===== src/rtl/sorter_ctrl.sv =====
// Packet sequencer for one sorter instance: load a packet from the sink stream,
// wait for the sort, unload the sorted words to the source stream, then clear the sorter.
module sorter_ctrl #(
    parameter int DWIDTH  = 8,
    parameter int AWIDTH  = 4,
    parameter int TIMEOUT = 1024
) (
    input  logic              clk_i,
    input  logic              arst_i,
    input  logic [DWIDTH-1:0] snk_data_i,
    input  logic              snk_sop_i,
    input  logic              snk_eop_i,
    input  logic              snk_valid_i,
    output logic              snk_ready_o,
    output logic [DWIDTH-1:0] src_data_o,
    output logic              src_sop_o,
    output logic              src_eop_o,
    output logic              src_valid_o,
    output logic              srt_wren_o,
    output logic              srt_sort_op_o,
    output logic              srt_output_op_o,
    output logic              srt_clear_op_o,
    output logic [AWIDTH-1:0] srt_cntr_o,
    output logic [DWIDTH-1:0] srt_data_o,
    input  logic [DWIDTH-1:0] srt_data_i,
    input  logic              srt_done_i,
    output logic              busy_o,
    output logic              err_o
);

    localparam int CW = AWIDTH + 1;
    localparam int WW = $clog2(TIMEOUT + 1);
    localparam logic [CW-1:0] LAST_IDX = CW'((1 << AWIDTH) - 1);
    localparam logic [WW-1:0] WD_LIMIT = WW'(TIMEOUT - 1);

    typedef enum logic [2:0] {IDLE, LOAD, DROP, SORT, UNLOAD, CLEAR} state_t;

    state_t        state;
    logic [CW-1:0] cnt;
    logic [CW-1:0] ocnt;
    logic [WW-1:0] wdog;
    logic          beat;

    // DROP keeps accepting so the tail of a truncated packet can be flushed through eop.
    assign snk_ready_o = (state == IDLE) || (state == LOAD) || (state == DROP);
    assign beat        = snk_valid_i & snk_ready_o;
    assign busy_o      = (state != IDLE);
    assign srt_wren_o  = srt_sort_op_o;
    assign src_data_o  = src_valid_o ? srt_data_i : '0;

    always_ff @(posedge clk_i or posedge arst_i) begin
        if (arst_i) begin
            state           <= IDLE;
            cnt             <= '0;
            ocnt            <= '0;
            wdog            <= '0;
            srt_sort_op_o   <= 1'b0;
            srt_output_op_o <= 1'b0;
            srt_clear_op_o  <= 1'b0;
            srt_cntr_o      <= '1;
            srt_data_o      <= '0;
            src_valid_o     <= 1'b0;
            src_sop_o       <= 1'b0;
            src_eop_o       <= 1'b0;
            err_o           <= 1'b0;
        end else begin
            srt_sort_op_o  <= 1'b0;
            srt_clear_op_o <= 1'b0;
            err_o          <= 1'b0;
            // Sorter read data lands one cycle after output_op; flags travel with it.
            src_valid_o    <= srt_output_op_o;
            src_sop_o      <= srt_output_op_o && (ocnt == CW'(1));
            src_eop_o      <= srt_output_op_o && (ocnt == cnt);

            case (state)
                IDLE: begin
                    if (beat && snk_sop_i) begin
                        srt_sort_op_o <= 1'b1;
                        srt_data_o    <= snk_data_i;
                        cnt           <= CW'(1);
                        if (snk_eop_i) begin
                            srt_cntr_o <= '0;
                            state      <= SORT;
                        end else begin
                            state <= LOAD;
                        end
                    end
                end
                LOAD: begin
                    if (beat) begin
                        srt_sort_op_o <= 1'b1;
                        srt_data_o    <= snk_data_i;
                        cnt           <= cnt + 1'b1;
                        if (snk_eop_i) begin
                            srt_cntr_o <= cnt[AWIDTH-1:0];
                            state      <= SORT;
                        end else if (cnt == LAST_IDX) begin
                            srt_cntr_o <= cnt[AWIDTH-1:0];
                            err_o      <= 1'b1;
                            state      <= DROP;
                        end
                    end
                end
                DROP: begin
                    if (beat && snk_eop_i) begin
                        state <= SORT;
                    end
                end
                SORT: begin
                    if (srt_done_i) begin
                        srt_output_op_o <= 1'b1;
                        ocnt            <= CW'(1);
                        wdog            <= '0;
                        state           <= UNLOAD;
                    end else if (wdog == WD_LIMIT) begin
                        err_o          <= 1'b1;
                        srt_clear_op_o <= 1'b1;
                        wdog           <= '0;
                        state          <= CLEAR;
                    end else begin
                        wdog <= wdog + 1'b1;
                    end
                end
                UNLOAD: begin
                    if (ocnt == cnt) begin
                        srt_output_op_o <= 1'b0;
                        srt_clear_op_o  <= 1'b1;
                        state           <= CLEAR;
                    end else begin
                        ocnt <= ocnt + 1'b1;
                    end
                end
                CLEAR: begin
                    cnt        <= '0;
                    ocnt       <= '0;
                    srt_cntr_o <= '1;
                    state      <= IDLE;
                end
                default: state <= IDLE;
            endcase
        end
    end

endmodule

===== config.mk =====
export PLATFORM = sky130hd
export DESIGN_NAME = sorter_ctrl
export DESIGN_NICKNAME = d
export VERILOG_FILES = /design/src/rtl/sorter_ctrl.sv
export SDC_FILE = /design/constraint.sdc
export NUM_CORES = 1
export LEC_CHECK = 0
export ABC_AREA = 1
export CORE_MARGIN = 1.5
export CORE_UTILIZATION = 54
export CTS_CLUSTER_DIAMETER = 80
export DETAILED_ROUTE_END_ITERATION = 16
export PLACE_DENSITY = 0.85
export SLEW_MARGIN = 5
export SYNTH_ARGS = -nofsm -noshare
export SYNTH_HDL_FRONTEND = slang
export SYNTH_SLANG_ARGS = --single-unit

===== constraint.sdc =====
create_clock -name clk_i -period 4 [get_ports clk_i]
set_input_delay 1 -clock clk_i [delete_from_list [all_inputs] [get_ports clk_i]]
set_output_delay 1 -clock clk_i [all_outputs]
set_load 0.01 [all_outputs]

==> results by stage <==
CTS:
- At the later pin of the worst-skew pair, clock insertion delay measures roughly 300 ps.
- The clock tree from TritonCTS is yes.
- In this run, post-CTS repair resized a total of 0 instances.
- The count of buffers added by post-CTS timing repair for setup is 0.
- After clock tree synthesis, the flow added hold-fix buffers numbering 0.
- The largest buffer count on any clock path is 2.
- The clock buffer count from CTS is 5.
- The number of H-tree branching levels is 2.
- CTS placed an instance of sky130_fd_sc_hd__clkbuf_8 at the clock tree root.
- The number of clock sinks seen by CTS is 43.
- The clock transition at the registers of the reported paths is 80 ps.

Floorplanning:
- The die is 68.3 um tall.
- The area of the core region is 4060 sq um.
- The die span in x is around 70 um.
- The die covers 4660 sq um.
- The effective utilization at floorplan is 0.567.
- The floorplan has 23 rows.
- In this run the count of I/O pins placed on the die edge is between 50 and 60.

Placed design:
- The routability congestion estimate is 0.865.
- During placement, the flow inserted port buffers numbering 51.
- Detailed placement finished with a half-perimeter wire length of approximately 3700 um.
- The minimum setup slack after placement is 858 ps.

Setup path:
- In this run the worst path has a maximum fanout of 1.
- On the worst path, the slowest cell contributes a delay of 540 ps.
- The worst setup path is launched from a primary input.
- The signal on the critical path passes through clkdlybuf4s50_1 > nand2_1 > inv_1 > clkdlybuf4s50_1.
- The cell type group with the largest total delay on the critical path is buffers and inverters.
- The number of buffers and inverters on the critical path is 3.
- The worst setup path is of the in -> out kind.
- For this design, the slowest cell found on the critical path is sky130_fd_sc_hd__clkdlybuf4s50_1.
- For the worst setup path, the data arrival time is 2120 ps.
- STA classifies the critical path endpoint as an output port.
- In this design, the critical path's most frequently occurring cell is sky130_fd_sc_hd__clkdlybuf4s50_1.
- The required time of the critical path is 3000 ps.

Yosys:
- Of the synthesized area, sequential elements account for 0.470.
- The mean instance size in the synthesized netlist is roughly 8.0 sq um.
- The fraction of post-synthesis cell area in the top cell type by area is 0.424.
- The cell accounting for the most synthesized area is sky130_fd_sc_hd__dfrtp_1.
- In the synthesized netlist the async set-or-reset flop fraction comes to 1.00.
- In this run, synthesis produced a sequential element count of 43.
- Synthesis produced a netlist whose cell count is around 290.
- The netlist uses 32 different library cells.
- By area the synthesized netlist is led by sky130_fd_sc_hd__dfrtp_1, sky130_fd_sc_hd__nand2_1, sky130_fd_sc_hd__inv_1.
- Counting flops with a built-in enable in the synthesized netlist gives 0.
- Yosys printed 0 warnings.
- The netlist area before placement is roughly 2300 sq um.
- The most instantiated flip-flop cell in the synthesis netlist is sky130_fd_sc_hd__dfrtp_1.
- The post-synthesis net count is 314.

STA:
- In the finished design, the share of the clock period the worst path needs comes to 0.780.
- The minimum period implied by the final worst setup slack is 3120 ps.
- In the final timing run, aggregate negative setup slack is 0 ps.
- Setup violations remaining at the end of the flow were counted as 0.
- At the pin with the least slew margin, the transition time is 997 ps.
- Headroom to the max-slew limit came out at 0.335.
- The worst setup slack after layout is 879 ps.
- The final hold violation count is 0.
- The maximum clock frequency is around 320 MHz.
- Setup repair after global routing left no endpoint under its margin.
- For the final database, setup skew stands at 4.79 ps.
- The number of pins with negative max-slew slack in the final report is 0.

Finish:
- The fill cell total of the finished layout is 328.
- Registers take 1080 sq um.
- The number of antenna diodes in the final layout is 0.
- At the end of the flow the core is filled with cells to 0.726.
- In the final layout, the share of cells above drive strength 1 is 0.0904.
- Leaving out fill and tap cells, the most frequent cell in the layout is sky130_fd_sc_hd__nand2_1.
- In the final layout, the multi-input gates occupy 1020 sq um.
- The layout overhead on the synthesized area is 28.2%.
- The net count of the finished layout is 370.
- The library cells used most frequently in the layout, excluding fill and tap cells, are sky130_fd_sc_hd__nand2_1, sky130_fd_sc_hd__clkdlybuf4s50_1, sky130_fd_sc_hd__inv_1.

Route:
- Once detail routing completed, the nets flagged for antenna violations numbered 0.
- The number of vias per cell after detailed routing is 5.12.
- Summing over every cut layer, the via total after detailed routing is 2,012.
- The first detailed-routing pass took 4 iterations.
- The wire length after detailed routing is 4830 um.
- The number of design rule violations left after detail routing is 0.
- The number of DRC markers in iteration 0 is a little over 80.
- In the final routed layout, each cell accounts on average for 12.3 um.

Min path:
- The path type of the worst min-delay path is reg -> reg.

Global routing:
- The first global-routing pass estimated 8070 um of wire.
- The total overflow reported by the global router is 0.
- The number of global-route vias before repair came to 1,945.
- The initial antenna violation count was 0.
- Entering global routing, the biggest net connects 28 pins.
- In the global route stage, overall resource usage came out at 0.232.

Power:
- The reported leakage power is between 1 and 1.5 nW.
- The total power per unit cell area is 709 nW/um^2.
- The maximum vdd ir drop is 0.358 mV.
- The post-route total power is roughly 2.1 mW.

Job:
- The number of max-capacitance violations reported is 0.

Outcome:
- The flow ran to the end, and the final reports show no timing, DRC or antenna violations.
metrics by stage:
stage / instances / hold WS [ps] / instance area (sq um)
after floorplan: 287 / 454 / 2300
final: 393 / 441 / 2950
after global routing: 393 / 459 / 2950
after detailed placement: 386 / 435 / 2860
after global placement: 386 / 413 / 2860
after CTS: 393 / 452 / 2950
routing by layer:
metal	routed length (um)	global-route usage	vias up
met5	0	0	-
met2	2560	0.410	42
met1	2050	0.275	937
met3	155	0.0493	8
li1	-	-	1025
met4	66	0.0850	0
registers in the layout, summed over array words and instances (netlist names):
| register | cells |
|---|---|
| ocnt | 5 |
| srt_data_o | 8 |
| srt_cntr_o | 4 |
| src_sop_o | 1 |
| src_eop_o | 1 |
| srt_output_op_o | 1 |
| src_valid_o | 1 |
| state | 3 |
| err_o | 1 |
| srt_clear_op_o | 1 |
| srt_sort_op_o | 1 |
| wdog | 11 |
| cnt | 5 |
report_power, final:
| part | switching (mW) | internal [mW] |
|---|---|---|
| Combinational | 0.597 | 0.452 |
| Sequential | 0.144 | 0.615 |
| Clock | 0.145 | 0.136 |
Yosys cell counts, types with 4 or more instances:
cell and instances:
sky130_fd_sc_hd__a21oi_1 9, sky130_fd_sc_hd__dfrtp_1 39, sky130_fd_sc_hd__xor2_1 8, sky130_fd_sc_hd__dfstp_2 4, sky130_fd_sc_hd__o21ai_1 6, sky130_fd_sc_hd__nand4_1 8, sky130_fd_sc_hd__nand2_2 4, sky130_fd_sc_hd__nand3_1 13
sky130_fd_sc_hd__nor3_1 5, sky130_fd_sc_hd__nand2_1 77, sky130_fd_sc_hd__nor2_1 14, sky130_fd_sc_hd__ha_1 5, sky130_fd_sc_hd__o21ai_0 27, sky130_fd_sc_hd__inv_1 40
cells by family (layout without fill, tap and decap cells):
family                   Yosys count  count (layout)  share of synthesized area
adder cells (fa/ha/maj)            5               5                     0.0272
AND/OR/NAND/NOR                  133             133                      0.271
XOR/XNOR                          10              10                     0.0381
flip-flops                        43              43                      0.470
AO/OA/AOI/OAI                     48              48                      0.109
buffers and inverters             48             104                     0.0849
worst register-to-register path: stages (launching register included):
cell	delay (ps)
sky130_fd_sc_hd__dfrtp_1	390
sky130_fd_sc_hd__ha_1	200
sky130_fd_sc_hd__nand2_1	70
sky130_fd_sc_hd__nor2_2	180
sky130_fd_sc_hd__nand3_1	150
sky130_fd_sc_hd__nand2_1	340
sky130_fd_sc_hd__inv_1	150
sky130_fd_sc_hd__nand3_1	110
sky130_fd_sc_hd__o21ai_0	90
cell type report:
cell class                      instances  area share
Clock buffer                            6      0.0280
Sequential cell                        43       0.367
Clock inverter                          1     0.00170
Tap cell                               50      0.0212
Multi-Input combinational cell        196       0.347
Timing Repair Buffer                   53       0.178
Inverter                               44      0.0569
worst paths after layout:
check,from,end,slack (ps),cells past startpoint
worst min-delay path,srt_output_op_o$_DFFE_PP0P_,src_valid_o$_DFF_PP0_,440,0
worst max-delay path,srt_data_i[3],src_data_o[3],880,4
worst max register to register,wdog[0]$_DFFE_PP0N_,wdog[9]$_DFFE_PP0N_,2210,8
min in group asynchronous,arst_i,wdog[0]$_DFFE_PP0N_,1230,2
worst min register to register,srt_output_op_o$_DFFE_PP0P_,src_valid_o$_DFF_PP0_,440,0
max in group asynchronous,arst_i,srt_cntr_o[3]$_DFFE_PP1P_,1990,3
Note: power is estimated with default switching activity, not from simulation.
